==> src/rtl/rain_catch_engine.sv <==
// rain_catch_engine: strobe-driven rain-catching game core.
// Tracks NUM_DROPS falling drops (per-drop fall period 1..4 frame ticks),
// a button-steered bucket, catch detection, a saturating fill level and a
// saturating score, and renders an RGB565 pixel for the scan coordinate.
// Ports:
//   clk12p5mhz_clk, reset         clock, synchronous active-high reset
//   frame_tick, move_tick         one-cycle game / bucket strobes
//   pause_switch                  freezes drops and bucket
//   left_pb, right_pb, down_pb    debounced buttons (down_pb empties bucket)
//   coordinate_x/y                scan position
//   rain_color                    registered pixel, 1-cycle latency
//   bucket_fill, score, full      game status

// Single drop channel: divider, position, catch test and pixel hit test.
module rain_drop #(
  parameter int IDX       = 0,
  parameter int SCREEN_W  = 96,
  parameter int SCREEN_H  = 64,
  parameter int NUM_DROPS = 12,
  parameter int BUCKET_W  = 18,
  parameter int DROP_LEN  = 3
) (
  input  logic       clk,
  input  logic       reset,
  input  logic       i_adv,
  input  logic [7:0] i_spawn_x,
  input  logic [7:0] i_bucket_x,
  input  logic [7:0] i_cx,
  input  logic [6:0] i_cy,
  output logic       o_caught,
  output logic       o_hit
);
  localparam logic [1:0] PM1     = 2'(IDX % 4);
  localparam logic [6:0] CATCH_Y = 7'(SCREEN_H - 8);
  localparam logic [7:0] X0      = 8'(IDX * (SCREEN_W / NUM_DROPS) + 2);
  localparam logic [8:0] IN_HI   = 9'(BUCKET_W - 4);

  logic [1:0] r_div;
  logic [7:0] r_x;
  logic [6:0] r_y;
  logic       w_step, w_res;
  logic [8:0] w_x9, w_bx9;
  logic [7:0] w_y8, w_cy8;

  assign w_x9  = {1'b0, r_x};
  assign w_bx9 = {1'b0, i_bucket_x};
  assign w_y8  = {1'b0, r_y};
  assign w_cy8 = {1'b0, i_cy};

  assign w_step   = i_adv && (r_div == PM1);
  // A step taken at the catch row resolves (catch or miss) instead of moving.
  assign w_res    = w_step && (r_y == CATCH_Y);
  assign o_caught = w_res && (w_bx9 + 9'd3 <= w_x9) && (w_x9 + 9'd1 <= w_bx9 + IN_HI);
  assign o_hit    = ((i_cx == r_x) || ({1'b0, i_cx} == w_x9 + 9'd1)) &&
                    (w_cy8 >= w_y8) && (w_cy8 <= w_y8 + 8'(DROP_LEN - 1));

  always_ff @(posedge clk) begin
    if (reset) begin
      r_div <= '0;
      r_x   <= X0;
      r_y   <= '0;
    end else if (i_adv) begin
      if (r_div == PM1) begin
        r_div <= '0;
        if (w_res) begin
          r_y <= '0;
          r_x <= i_spawn_x;
        end else begin
          r_y <= r_y + 7'd1;
        end
      end else begin
        r_div <= r_div + 2'd1;
      end
    end
  end
endmodule

module rain_catch_engine #(
  parameter int NUM_DROPS = 12,
  parameter int SCREEN_W  = 96,
  parameter int SCREEN_H  = 64,
  parameter int BUCKET_W  = 18,
  parameter int DROP_LEN  = 3,
  parameter int FILL_MAX  = 5,
  // Derived; not meant to be overridden.
  parameter int FILL_W    = $clog2(FILL_MAX + 1)
) (
  input  logic              clk12p5mhz_clk,
  input  logic              reset,
  input  logic              frame_tick,
  input  logic              move_tick,
  input  logic              pause_switch,
  input  logic              left_pb,
  input  logic              right_pb,
  input  logic              down_pb,
  input  logic [7:0]        coordinate_x,
  input  logic [6:0]        coordinate_y,
  output logic [15:0]       rain_color,
  output logic [FILL_W-1:0] bucket_fill,
  output logic [7:0]        score,
  output logic              full
);
  localparam int              CW    = $clog2(NUM_DROPS + 1);
  localparam logic [FILL_W-1:0] FMAX = FILL_W'(FILL_MAX);
  localparam logic [7:0]      BX0   = 8'((SCREEN_W - BUCKET_W) / 2);
  localparam logic [7:0]      BXMAX = 8'(SCREEN_W - BUCKET_W);

  logic [15:0]          r_lfsr;
  logic [7:0]           r_bx;
  logic [FILL_W-1:0]    r_fill;
  logic [7:0]           r_score;
  logic [15:0]          r_color;

  logic                 w_adv, w_mv, w_fb;
  logic [7:0]           w_l8, w_spawn;
  logic [NUM_DROPS-1:0] w_caught, w_hit;
  logic [CW-1:0]        w_n;
  logic [8:0]           w_fsum, w_ssum;
  logic [FILL_W-1:0]    w_fill_nx;
  logic [7:0]           w_score_nx;
  logic [8:0]           w_cx9, w_cy9, w_bx9;
  logic                 w_in, w_wall, w_bottom, w_fillpx;
  logic [15:0]          w_color;

  assign w_adv = frame_tick && !pause_switch;
  assign w_mv  = move_tick && !pause_switch;
  assign w_fb  = r_lfsr[0] ^ r_lfsr[2] ^ r_lfsr[3] ^ r_lfsr[5];

  // Fold out-of-range LFSR columns back onto the screen.
  assign w_l8    = {1'b0, r_lfsr[6:0]};
  assign w_spawn = (w_l8 >= 8'(SCREEN_W - 1)) ? w_l8 - 8'(SCREEN_W / 2) : w_l8;

  for (genvar g = 0; g < NUM_DROPS; g++) begin : g_drop
    rain_drop #(
      .IDX(g), .SCREEN_W(SCREEN_W), .SCREEN_H(SCREEN_H),
      .NUM_DROPS(NUM_DROPS), .BUCKET_W(BUCKET_W), .DROP_LEN(DROP_LEN)
    ) u_drop (
      .clk(clk12p5mhz_clk), .reset(reset), .i_adv(w_adv),
      .i_spawn_x(w_spawn), .i_bucket_x(r_bx),
      .i_cx(coordinate_x), .i_cy(coordinate_y),
      .o_caught(w_caught[g]), .o_hit(w_hit[g])
    );
  end

  always_comb begin
    w_n = '0;
    for (int i = 0; i < NUM_DROPS; i++) w_n = w_n + CW'(w_caught[i]);
  end

  assign w_fsum     = 9'(r_fill) + 9'(w_n);
  assign w_fill_nx  = (w_fsum >= 9'(FILL_MAX)) ? FMAX : w_fsum[FILL_W-1:0];
  assign w_ssum     = 9'(r_score) + 9'(w_n);
  assign w_score_nx = w_ssum[8] ? 8'hFF : w_ssum[7:0];

  // Render from the current game state.
  assign w_cx9    = {1'b0, coordinate_x};
  assign w_cy9    = {2'b0, coordinate_y};
  assign w_bx9    = {1'b0, r_bx};
  assign w_in     = (w_cx9 >= w_bx9 + 9'd3) && (w_cx9 <= w_bx9 + 9'(BUCKET_W - 4));
  assign w_wall   = (w_cy9 >= 9'(SCREEN_H - 8)) && (w_cy9 <= 9'(SCREEN_H - 1)) &&
                    (((w_cx9 >= w_bx9) && (w_cx9 <= w_bx9 + 9'd2)) ||
                     ((w_cx9 >= w_bx9 + 9'(BUCKET_W - 3)) && (w_cx9 <= w_bx9 + 9'(BUCKET_W - 1))));
  assign w_bottom = (w_cy9 >= 9'(SCREEN_H - 3)) && (w_cy9 <= 9'(SCREEN_H - 1)) && w_in;
  // cy >= H-3-fill rewritten as cy+fill >= H-3 to stay unsigned.
  assign w_fillpx = (r_fill != '0) && (w_cy9 + 9'(r_fill) >= 9'(SCREEN_H - 3)) &&
                    (w_cy9 <= 9'(SCREEN_H - 4)) && w_in;

  always_comb begin
    w_color = 16'h0000;
    if (w_wall || w_bottom)        w_color = 16'hF800;
    else if ((|w_hit) || w_fillpx) w_color = 16'hAEDF;
  end

  always_ff @(posedge clk12p5mhz_clk) begin
    if (reset) begin
      r_lfsr  <= 16'hACE1;
      r_bx    <= BX0;
      r_fill  <= '0;
      r_score <= '0;
      r_color <= '0;
    end else begin
      r_lfsr  <= {w_fb, r_lfsr[15:1]};
      r_color <= w_color;
      if (w_adv) r_score <= w_score_nx;
      if (down_pb)    r_fill <= '0;
      else if (w_adv) r_fill <= w_fill_nx;
      if (w_mv) begin
        if (left_pb && !right_pb && (r_bx >= 8'd1))         r_bx <= r_bx - 8'd1;
        else if (right_pb && !left_pb && (r_bx <= BXMAX - 8'd1)) r_bx <= r_bx + 8'd1;
      end
    end
  end

  assign rain_color  = r_color;
  assign bucket_fill = r_fill;
  assign score       = r_score;
  assign full        = (r_fill == FMAX);
endmodule

==> config.mk <==
export PLATFORM = sky130hd
export DESIGN_NAME = rain_catch_engine
export DESIGN_NICKNAME = d
export VERILOG_FILES = /design/src/rtl/rain_catch_engine.sv
export SDC_FILE = /design/constraint.sdc
export NUM_CORES = 1
export LEC_CHECK = 0
export ABC_AREA = 1
export CAP_MARGIN = 20
export CORE_UTILIZATION = 47
export DETAILED_ROUTE_END_ITERATION = 8
export PLACE_DENSITY = 0.65
export SETUP_SLACK_MARGIN = 0.2
export SYNTH_ARGS = -nofsm -noshare
export SYNTH_HDL_FRONTEND = slang
export SYNTH_SLANG_ARGS = --single-unit
==> constraint.sdc <==
create_clock -name clk12p5mhz_clk -period 7 [get_ports clk12p5mhz_clk]
set_clock_uncertainty 0.1 [all_clocks]
set_input_delay 1.75 -clock clk12p5mhz_clk [delete_from_list [all_inputs] [get_ports clk12p5mhz_clk]]
set_output_delay 1.75 -clock clk12p5mhz_clk [all_outputs]
set_load 0.005 [all_outputs]
## Yosys cells after proc, flatten, opt, wreduce, memory -nomap -nowiden

Cells that the tools add are included.
W data, S select, Z words.

- Register bits after elaboration: 255
- Bits in latches: 0
- Memory bits (writable): 0
- ROM bits: 0
- Bits of input ports: 23
- Output and inout port bits: 28
- Word-level logic and storage cells: 394
- Memories kept: 0

- Add/subtract/negate cells: 70
- Multiply operators: 0
- Div/mod/pow operators: 0
- Order comparisons: 63
- Equality and inequality tests: 46
- Shift operators: 0
- Muxes and demuxes: 31
- Bitwise operators: 3
- Reduce and logical (&&, ||, !) cells: 139

Operators by type and width:

| operator | count |
|---|---|
| $add A8 B1 Y9 const B | 12 |
| $eq A8 B9 Y1 | 12 |
| $le A9 B8 Y1 | 12 |
| $le A9 B9 Y1 | 12 |
| $add A7 B2 Y8 const B | 12 |
| $eq A8 B8 Y1 | 12 |
| $le A7 B8 Y1 | 12 |
| $logic_and A1 B1 Y1 | 88 |
| $add A7 B1 Y7 const B | 12 |
| $eq A7 B6 Y1 const B | 12 |
| $ge A7 B7 Y1 | 12 |
| $mux W7 | 12 |
| $reduce_and A3 Y1 | 12 |
| $add A4 B1 Y4 | 8 |
| $mux W16 | 2 |
| $mux W8 | 4 |
| $le A8 B9 Y1 | 3 |
| $reduce_and A2 Y1 | 13 |
| $add A2 B1 Y2 const B | 12 |
| $mux W2 | 12 |
| $add A8 B2 Y9 const B | 2 |
| $add A8 B4 Y9 const B | 2 |
| $ge A8 B9 Y1 | 2 |
| $logic_or A1 B1 Y1 | 15 |
| 29 further kinds | 45 |

## Depth between registers and ports, before layout

Gate-level depths: netlist of run 1.

- Depth in word-level cells: 20
- Mapped depth: 34
- Mapped depth without buffers: 34

## Modules after synthesis

From an unflattened synthesis of run 1, not the netlist that was laid out.

- Cell total of the unflattened synthesis: 4611
- Area, all modules: 30155.2 um2

By module, submodules not included:

| module | instances | cells each | area each (um2) | seq. area each (um2) |
|---|---|---|---|---|
| rain_catch_engine | 1 | 582 | 4088.9 | 760.7 |
| rain_drop (g_drop[7].u_drop) | 1 | 336 | 2230.9 | 340.3 |
| rain_drop (g_drop[11].u_drop) | 1 | 338 | 2222.1 | 340.3 |
| rain_drop (g_drop[8].u_drop) | 1 | 338 | 2202.1 | 340.3 |
| rain_drop (g_drop[4].u_drop) | 1 | 338 | 2195.9 | 340.3 |
| rain_drop (g_drop[0].u_drop) | 1 | 332 | 2179.6 | 340.3 |
| rain_drop (g_drop[3].u_drop) | 1 | 334 | 2179.6 | 340.3 |
| rain_drop (g_drop[1].u_drop) | 1 | 334 | 2154.6 | 340.3 |
| rain_drop (g_drop[9].u_drop) | 1 | 329 | 2147.1 | 340.3 |
| rain_drop (g_drop[10].u_drop) | 1 | 339 | 2143.3 | 340.3 |
| rain_drop (g_drop[2].u_drop) | 1 | 338 | 2139.6 | 340.3 |
| rain_drop (g_drop[5].u_drop) | 1 | 335 | 2137.0 | 340.3 |
| rain_drop (g_drop[6].u_drop) | 1 | 338 | 2134.5 | 340.3 |

## Least setup slack after synthesis of run 1

No wires, ideal clock.

- Kind: register to register
- Start: register r_bx[1]
- End: register r_score[7] (netlist: score[7])
- Setup time: 0.109 ns
- Arrival: 6.900 ns
- Data required time: 6.791 ns
- Path slack: -0.109 ns
- Cell stages (with the launch flop): 34
- Path buffers: 0
- Period minus slack after synthesis: 7.109 ns
- Cell sequence: dfxtp_1 -> inv_1 -> ha_1 -> inv_1 -> nand2_2 -> inv_2 -> nor2_1 -> a21oi_1 -> ha_1 -> nand2_1 -> inv_1 -> a221oi_1 -> o21ai_0 -> a21o_1 -> nand2_1 -> nand3_1 -> fa_1 -> fa_1 -> fa_1 -> fa_1 -> inv_1 -> ha_1 -> fa_1 -> xor2_1 -> ha_1 -> nand3_1 -> nand2_1 -> a21oi_1 -> nor3_1 -> nand2_1 -> xor2_1 -> nand2_1 -> nand2_1 -> inv_1

- Word-level cells in the longest chain between the ends: 17
- Elaborated cells between the ends (all ways): 63
- Classes of those cells: 14 x add/sub; 24 x order compare; 1 x mux; 24 x reduce/logical

Ends and longest elaborated chain:

| item | line | text |
|---|---|---|
| start, declared | 109 | `logic [7:0] r_bx;` |
| start signal, assigned | 188 | `if (left_pb && !right_pb && (r_bx >= 8'd1)) r_bx <= r_bx - 8'd1;` |
| start signal, assigned | 189 | `else if (right_pb && !left_pb && (r_bx <= BXMAX - 8'd1)) r_bx <= r_bx + 8'd1;` |
| $add A8 B2 Y9 | 53 | `assign o_caught = w_res && (w_bx9 + 9'd3 <= w_x9) && (w_x9 + 9'd1 <= w_bx9 + IN_HI);` |
| $le A9 B8 Y1 | 53 |  |
| $logic_and A1 B1 Y1 (2 in a row) | 53 |  |
| $add A1 B1 Y2 | 147 | `for (int i = 0; i < NUM_DROPS; i++) w_n = w_n + CW'(w_caught[i]);` |
| $add A2 B1 Y3 | 147 |  |
| $add A3 B1 Y4 | 147 |  |
| $add A4 B1 Y4 (7 in a row) | 147 |  |
| $add A4 B1 Y4 * | 147 |  |
| $add A8 B4 Y9 * | 152 | `assign w_ssum = 9'(r_score) + 9'(w_n);` |
| $mux W8 * | 153 | `assign w_score_nx = w_ssum[8] ? 8'hFF : w_ssum[7:0];` |
| end signal, assigned | 184 | `if (w_adv) r_score <= w_score_nx;` |
| end, declared | 111 | `logic [7:0] r_score;` |

Every way passes the cells marked *; elsewhere a longest branch is shown, timed or not.
A chain may end at the register's enable or synchronous reset.

## Final worst setup path of run 1

- Start: register r_bx[2]
- End: register r_fill[0] (netlist: bucket_fill[0])

- Word-level cells in the longest chain between the ends: 18
- Elaborated cells between the ends (all ways): 64
- Classes of those cells: 14 x add/sub; 25 x order compare; 1 x mux; 24 x reduce/logical

Ends and longest elaborated chain:

| item | line | text |
|---|---|---|
| $add A8 B2 Y9 | 53 |  |
| $le A9 B8 Y1 | 53 |  |
| $logic_and A1 B1 Y1 (2 in a row) | 53 |  |
| $add A1 B1 Y2 | 147 |  |
| $add A2 B1 Y3 | 147 |  |
| $add A3 B1 Y4 | 147 |  |
| $add A4 B1 Y4 (7 in a row) | 147 |  |
| $add A4 B1 Y4 * | 147 |  |
| $add A3 B4 Y5 * | 150 | `assign w_fsum = 9'(r_fill) + 9'(w_n);` |
| $ge A5 B3 Y1 | 151 | `assign w_fill_nx = (w_fsum >= 9'(FILL_MAX)) ? FMAX : w_fsum[FILL_W-1:0];` |
| $mux W3 * | 151 |  |
| end signal, assigned | 186 | `else if (w_adv) r_fill <= w_fill_nx;` |
| end, declared | 110 | `logic [FILL_W-1:0] r_fill;` |

Marks and branches as above.

==> results of run 1 <==
==> worst paths after layout <==
kind | from | end | cells past startpoint
max | r_bx[2]$_SDFFE_PP1P_ | bucket_fill[0]$_SDFFE_PP0P_ | 28
max reg2reg | r_bx[2]$_SDFFE_PP1P_ | bucket_fill[0]$_SDFFE_PP0P_ | 28
min reg2reg | r_lfsr[9]$_SDFF_PP0_ | r_lfsr[8]$_SDFF_PP0_ | 2
min | r_lfsr[9]$_SDFF_PP0_ | r_lfsr[8]$_SDFF_PP0_ | 2
==> synthesized netlist by cell type, drive strengths merged (10+ instances only) <==
cell type / instances
nand2: 737
inv: 513
ha: 470
nor2: 352
a21oi: 247
dfxtp: 242
nand3: 219
o21ai: 188
xor2: 150
nor3: 97
nand4: 75
o22ai: 54
xnor2: 49
buf: 44
clkbuf: 37
o21a: 22
nor3b: 19
or2: 19
a211oi: 18
a31oi: 16
nor4: 16
a22oi: 15
a21boi: 13
o32ai: 12
o211ai: 11
fa: 10
o2111ai: 10
==> worst max-delay path: cells and delay by family, from the launching register on <==
| family | cells | cell delay [ns] |
|---|---|---|
| AOI/OAI and AO/OA | 5 | 0.68 |
| DFF | 1 | 0.36 |
| buffers and inverters | 6 | 0.67 |
| adders and majority gates | 9 | 3.71 |
| and+or+nand+nor | 7 | 0.80 |
| xor gates and xnor gates | 1 | 0.15 |
==> final cells by class <==
| cell class | count | share of cell area (%) |
|---|---|---|
| Clock buffer | 31 | 2.639 |
| Clock inverter | 27 | 0.8514 |
| Inverter | 521 | 6.713 |
| Multi-Input combinational cell | 2853 | 63.42 |
| Sequential cell | 242 | 16.52 |
| Tap cell | 688 | 2.929 |
| Timing Repair Buffer | 225 | 6.934 |
==> power breakdown <==
part	switching [uW]	internal (uW)
Clock	731	903
Sequential	16.2	1400
Combinational	545	347
==> what timing repair did <==
| item | CTS | global route |
|---|---|---|
| endpoints found under the setup margin | 11 | 11 |
| resized for setup | 26 | 97 |
| setup buffers | 4 | 24 |
| pin swaps | 12 | 36 |
| cloned | 0 | 2 |
==> cells by family (layout without fill, tap and decap cells) <==
group	Yosys count	count (layout)	synth area share, %
compound gates	630	630	14.23
xor+xnor	199	199	6.886
flops	242	242	19.14
fa+ha+maj	480	480	24.03
other cells	1	2	0.01482
buf+inv	602	804	9.502
simple gates	1542	1542	26.20
==> per-stage QoR <==
step | worst slack [ns] | std cells | setup TNS, ns | total power [uW] | utilization [%]
CTS | 0.2049 | 4561 | 0 | 3890 | 54.24
global route | 0.1345 | 4587 | 0 | 4118 | 55.60
floorplan | 0.2279 | 3697 | 0 | 1948 | -
detailed placement | -0.5694 | 4499 | -5.288 | 2258 | 52.01
global placement | -0.5138 | 4499 | -4.641 | 2252 | 52.01
finish | 0.3972 | 4587 | 0 | 3940 | 55.60
==> sequential cells by signal, indices dropped and copies added, names as in the netlist <==
name	count
g_drop.u_drop.r_y	84
g_drop.u_drop.r_x	96
r_lfsr	16
bucket_fill	3
score	8
rain_color	3
r_bx	8
g_drop.u_drop.r_div	24
==> layer usage <==
metal	GRT usage (%)	vias up	part of all wire, %
met1	39.05	11370	45
li1	-	12790	-
met4	10.13	2	3.9
met2	47.95	778	44
met3	4.037	190	7.2
met5	0	-	0.0062
==> out/metrics.csv, run 1 <==
metric,value,unit
ir_worst_vdd,0.2032,mV
cts_max_level,1,
viasPerCell,5.478,
wl_per_cell,17.67,um
crit_slowest_cell,fa_2,
portBuffers,48,
ys_async_sr_fraction,0,%
holdWs,0.2984,ns
ys_types,61,
final_layout_size_suffix_gt1_share,9.823,%
syn_area,0.02531,sq mm
drt_iter0_drc,1674,
cpMostUsedCell,fa_1,
fin_crit,6.603,ns
slew_viol_final,0,
max_stage_delay,0.61,ns
wirelength,81.04,mm
synth_top_area_cell,ha_1,
die_area,0.05478,sq mm
vias,25130,
cap_violations,0,
worst_pin_slew,1.029,ns
finalHoldViolCount,0,
grt_overflow,0,
first_pass_iters,6,
rsz0062_at_grt,false,
drc_errors,0,
fmax,151.5,MHz
p_leak,0.01379,uW
design.core.area,0.05287,sq mm
synth_flop_cell,dfxtp_1,
finalInstanceArea,0.02939,sq mm
num-fill-cells,5211,
finish.net_count,4377,
syn_avg_cell_area,6.848,sq um
cp-start-kind,flip-flop,
gp_congestion,0.9709,
grt_antenna_before_repair,1,
final_common_cell,nand2_1,
cp_data_required_time,7.39,ns
synthToLayoutAreaGrowth,16.14,%
fp.dieW,234.1,um
syn_inst,3696,
std_cell_rows,84,
r2r_slack,0.40,ns
clk_pin_slew,0.06,ns
arrival,6.99,ns
grt_pass1_vias,23240,
period_share,94.33,%
final_cell_mix,"nand2_1, inv_1, ha_1",
dp_hpwl,60.43,mm
synth_area_leaders,"ha_1, dfxtp_1, nand2_1",
ys_seq_area_share,19.14,%
synth_edf_count,0,
track_usage,29.24,%
ioPinCount,51,
netlist.area_leader.share,23.24,%
crit_type,reg2reg,
clockBufferDepth,3,
p_per_area,134.1,mW/mm^2
clkSinkCount,242,
status,"complete, no violations",
yosys_warnings,0,
clock-root-buffer,clkbuf_16,
grt_start_max_net_pins,46,
finalSetupViolations,0,
synth_seq_cells,242,
cts_tree,built,
relSlewSlack,31.30,%
fp.dieH,234.1,um
grt_pass1_wl,125.2,mm
timing.critical_path.fanout_max,6,
critPathCaptureType,flip-flop,
seqCellArea,0.004855,sq mm
diodes,0,
postPlaceCellArea,0.02750,sq mm
clk_latency,0.59,ns
holdBufCountCts,0,
initial_utilization,47.87,%
hp-class,reg2reg,
multi_input_area,0.01864,sq mm
ant_nets,0,
numCtsBuffers,31,
No activity file was read; power rests on OpenSTA's default activity.
==> run 2: changes to the inputs <==
Settings changed: CORE_MARGIN set to 8.
==> out/metrics.csv, run 2 (same netlist as run 1, synthesis figures left out) <==
metric,value,unit
status,"complete, no violations",
crit_slowest_cell,fa_2,
final_common_cell,nand2_1,
setup_tns,0,ns
design.core.area,0.05350,sq mm
seqCellArea,0.004858,sq mm
die_area,0.06153,sq mm
finalHoldViolCount,0,
cp-start-kind,flip-flop,
wl_per_cell,18.05,um
crit_type,reg2reg,
period_share,94.47,%
worstHoldEndpoint,r_lfsr[10]$_SDFF_PP1_,
critPathCaptureType,flip-flop,
numCtsBuffers,34,
timing.critical_path.fanout_max,4,
vias,25400,
max_stage_delay,0.61,ns
fmax,151.2,MHz
grt_pass1_vias,23730,
clk_latency,0.55,ns
fp.dieW,248.1,um
holdPathStages,1,
grt_overflow,0,
p_per_area,140.8,mW/mm^2
min_from,r_lfsr[11]$_SDFF_PP1_,
worst_pin_slew,1.047,ns
fin_crit,6.613,ns
cp_data_required_time,7.34,ns
cpMostUsedCell,fa_1,
finalSetupViolations,0,
grt_pass1_wl,128.5,mm
track_usage,26.44,%
rsz0062_at_grt,false,
wirelength,82.94,mm
drt_iter0_drc,1850,
utilization,55.19,%
cts_tree,built,
final_cell_mix,"nand2_1, inv_1, ha_1",
p_leak,0.01383,uW
largest_reg_flops,96,
clock-root-buffer,clkbuf_16,
reg2reg_depth,30,
multi_input_area,0.01869,sq mm
gp_congestion,0.9116,
portBuffers,48,
top_regs,"g_drop.u_drop.r_x: 96 flops, g_drop.u_drop.r_y: 84 flops, g_drop.u_drop.r_div: 24 flops",
slew_viol_final,0,
fp.dieH,248.1,um
ir_worst_vdd,0.1924,mV
relSlewSlack,30.10,%
clkSinkCount,242,
viasPerCell,5.528,
clockBufferDepth,3,
drc_errors,0,
grt_antenna_before_repair,2,
clk_pin_slew,0.06,ns
ant_nets,0,
r2r_end,bucket_fill[0]$_SDFFE_PP0P_,
std_cell_rows,85,
num-fill-cells,5214,
final_layout_size_suffix_gt1_share,9.879,%
top_register,g_drop.u_drop.r_x,
r2r-start,r_bx[1]$_SDFFE_PP1P_,
grt_start_max_net_pins,38,
hp-class,reg2reg,
dp_hpwl,61.58,mm
startpoint,r_bx[1]$_SDFFE_PP1P_,
initial_utilization,47.31,%
first_pass_iters,6,
arrival,6.95,ns
cap_violations,0,
synthToLayoutAreaGrowth,16.65,%
cts_max_level,2,
r2r_slack,0.39,ns
finish.net_count,4376,
ioPinCount,51,
## run 2: cell types whose count changed in the layout (fill, tap and decap cells not counted), moves of 4 or more
cell,change
inv_6,-7
buf_12,-4
clkbuf_1,+4
o21ai_1,+6
o21ai_0,-5
nand2_1,-4
clkbuf_8,+4
nand2_2,+5
clkinv_4,-9
buf_6,+4
clkbuf_16,+5
## run 2: report_power, final
part | switching, uW | internal [uW]
Sequential | 16.1 | 1400
Clock | 707 | 1150
Combinational | 548 | 341
Total | 1270 | 2890
## run 2: worst max-delay path: cells and delay by family (launching register included)
| kind | cells | cell delay, ns |
|---|---|---|
| fa+ha+maj | 9 | 3.75 |
| flops | 1 | 0.35 |
| simple gates | 8 | 0.77 |
| compound gates | 4 | 0.52 |
| buf+inv | 8 | 0.88 |
| xor+xnor | 1 | 0.16 |
## run 2: stage by stage
stage / cells / cell area [sq um] / power [uW] / hold WS [ns] / setup slack, ns
2_1_floorplan: 3697 / 25390 / 1948 / 0.2883 / 0.2279
3_3_place_gp: 4501 / 27390 / 2255 / 0.2930 / -0.4873
3_5_place_dp: 4501 / 27390 / 2260 / 0.2953 / -0.5588
4_1_cts: 4565 / 28750 / 4123 / 0.3012 / 0.1932
5_1_grt: 4593 / 29520 / 4333 / 0.3072 / 0.1438
6_report: 4594 / 29520 / 4156 / 0.2986 / 0.3868
## run 2: area by class of cell
cell class	count	share of cell area [%]
inverters	521	6.684
flip-flops and latches	242	16.46
well taps	696	2.950
diodes	1	0.008476
repair buffers	221	6.607
clock buffers	45	3.374
clock inverters	15	0.6018
multi-input cells	2853	63.32
## run 2: metal layers
metal  share of wire, %  global-route usage, %
met1                 45                  34.95
met2                 44                  43.27
met3                6.5                  3.924
met4                3.9                  9.875
met5              0.016                      0
## run 2: timing repair
item,in CTS,in global routing
hold buffers,0,0
resized for setup,29,113
buffers inserted,4,27
hold endpoints to repair,0,0
endpoints found under the setup margin,11,11
pin swaps,15,38
gates cloned,0,1
## run 2: how the worst max path moves through the flow
stage / endpoint
after floorplan: score[7]$_SDFFE_PP0P_
after global placement: score[2]$_SDFFE_PP0P_
after detailed placement: score[2]$_SDFFE_PP0P_
after CTS: score[2]$_SDFFE_PP0P_
after global routing: bucket_fill[0]$_SDFFE_PP0P_
final: bucket_fill[0]$_SDFFE_PP0P_
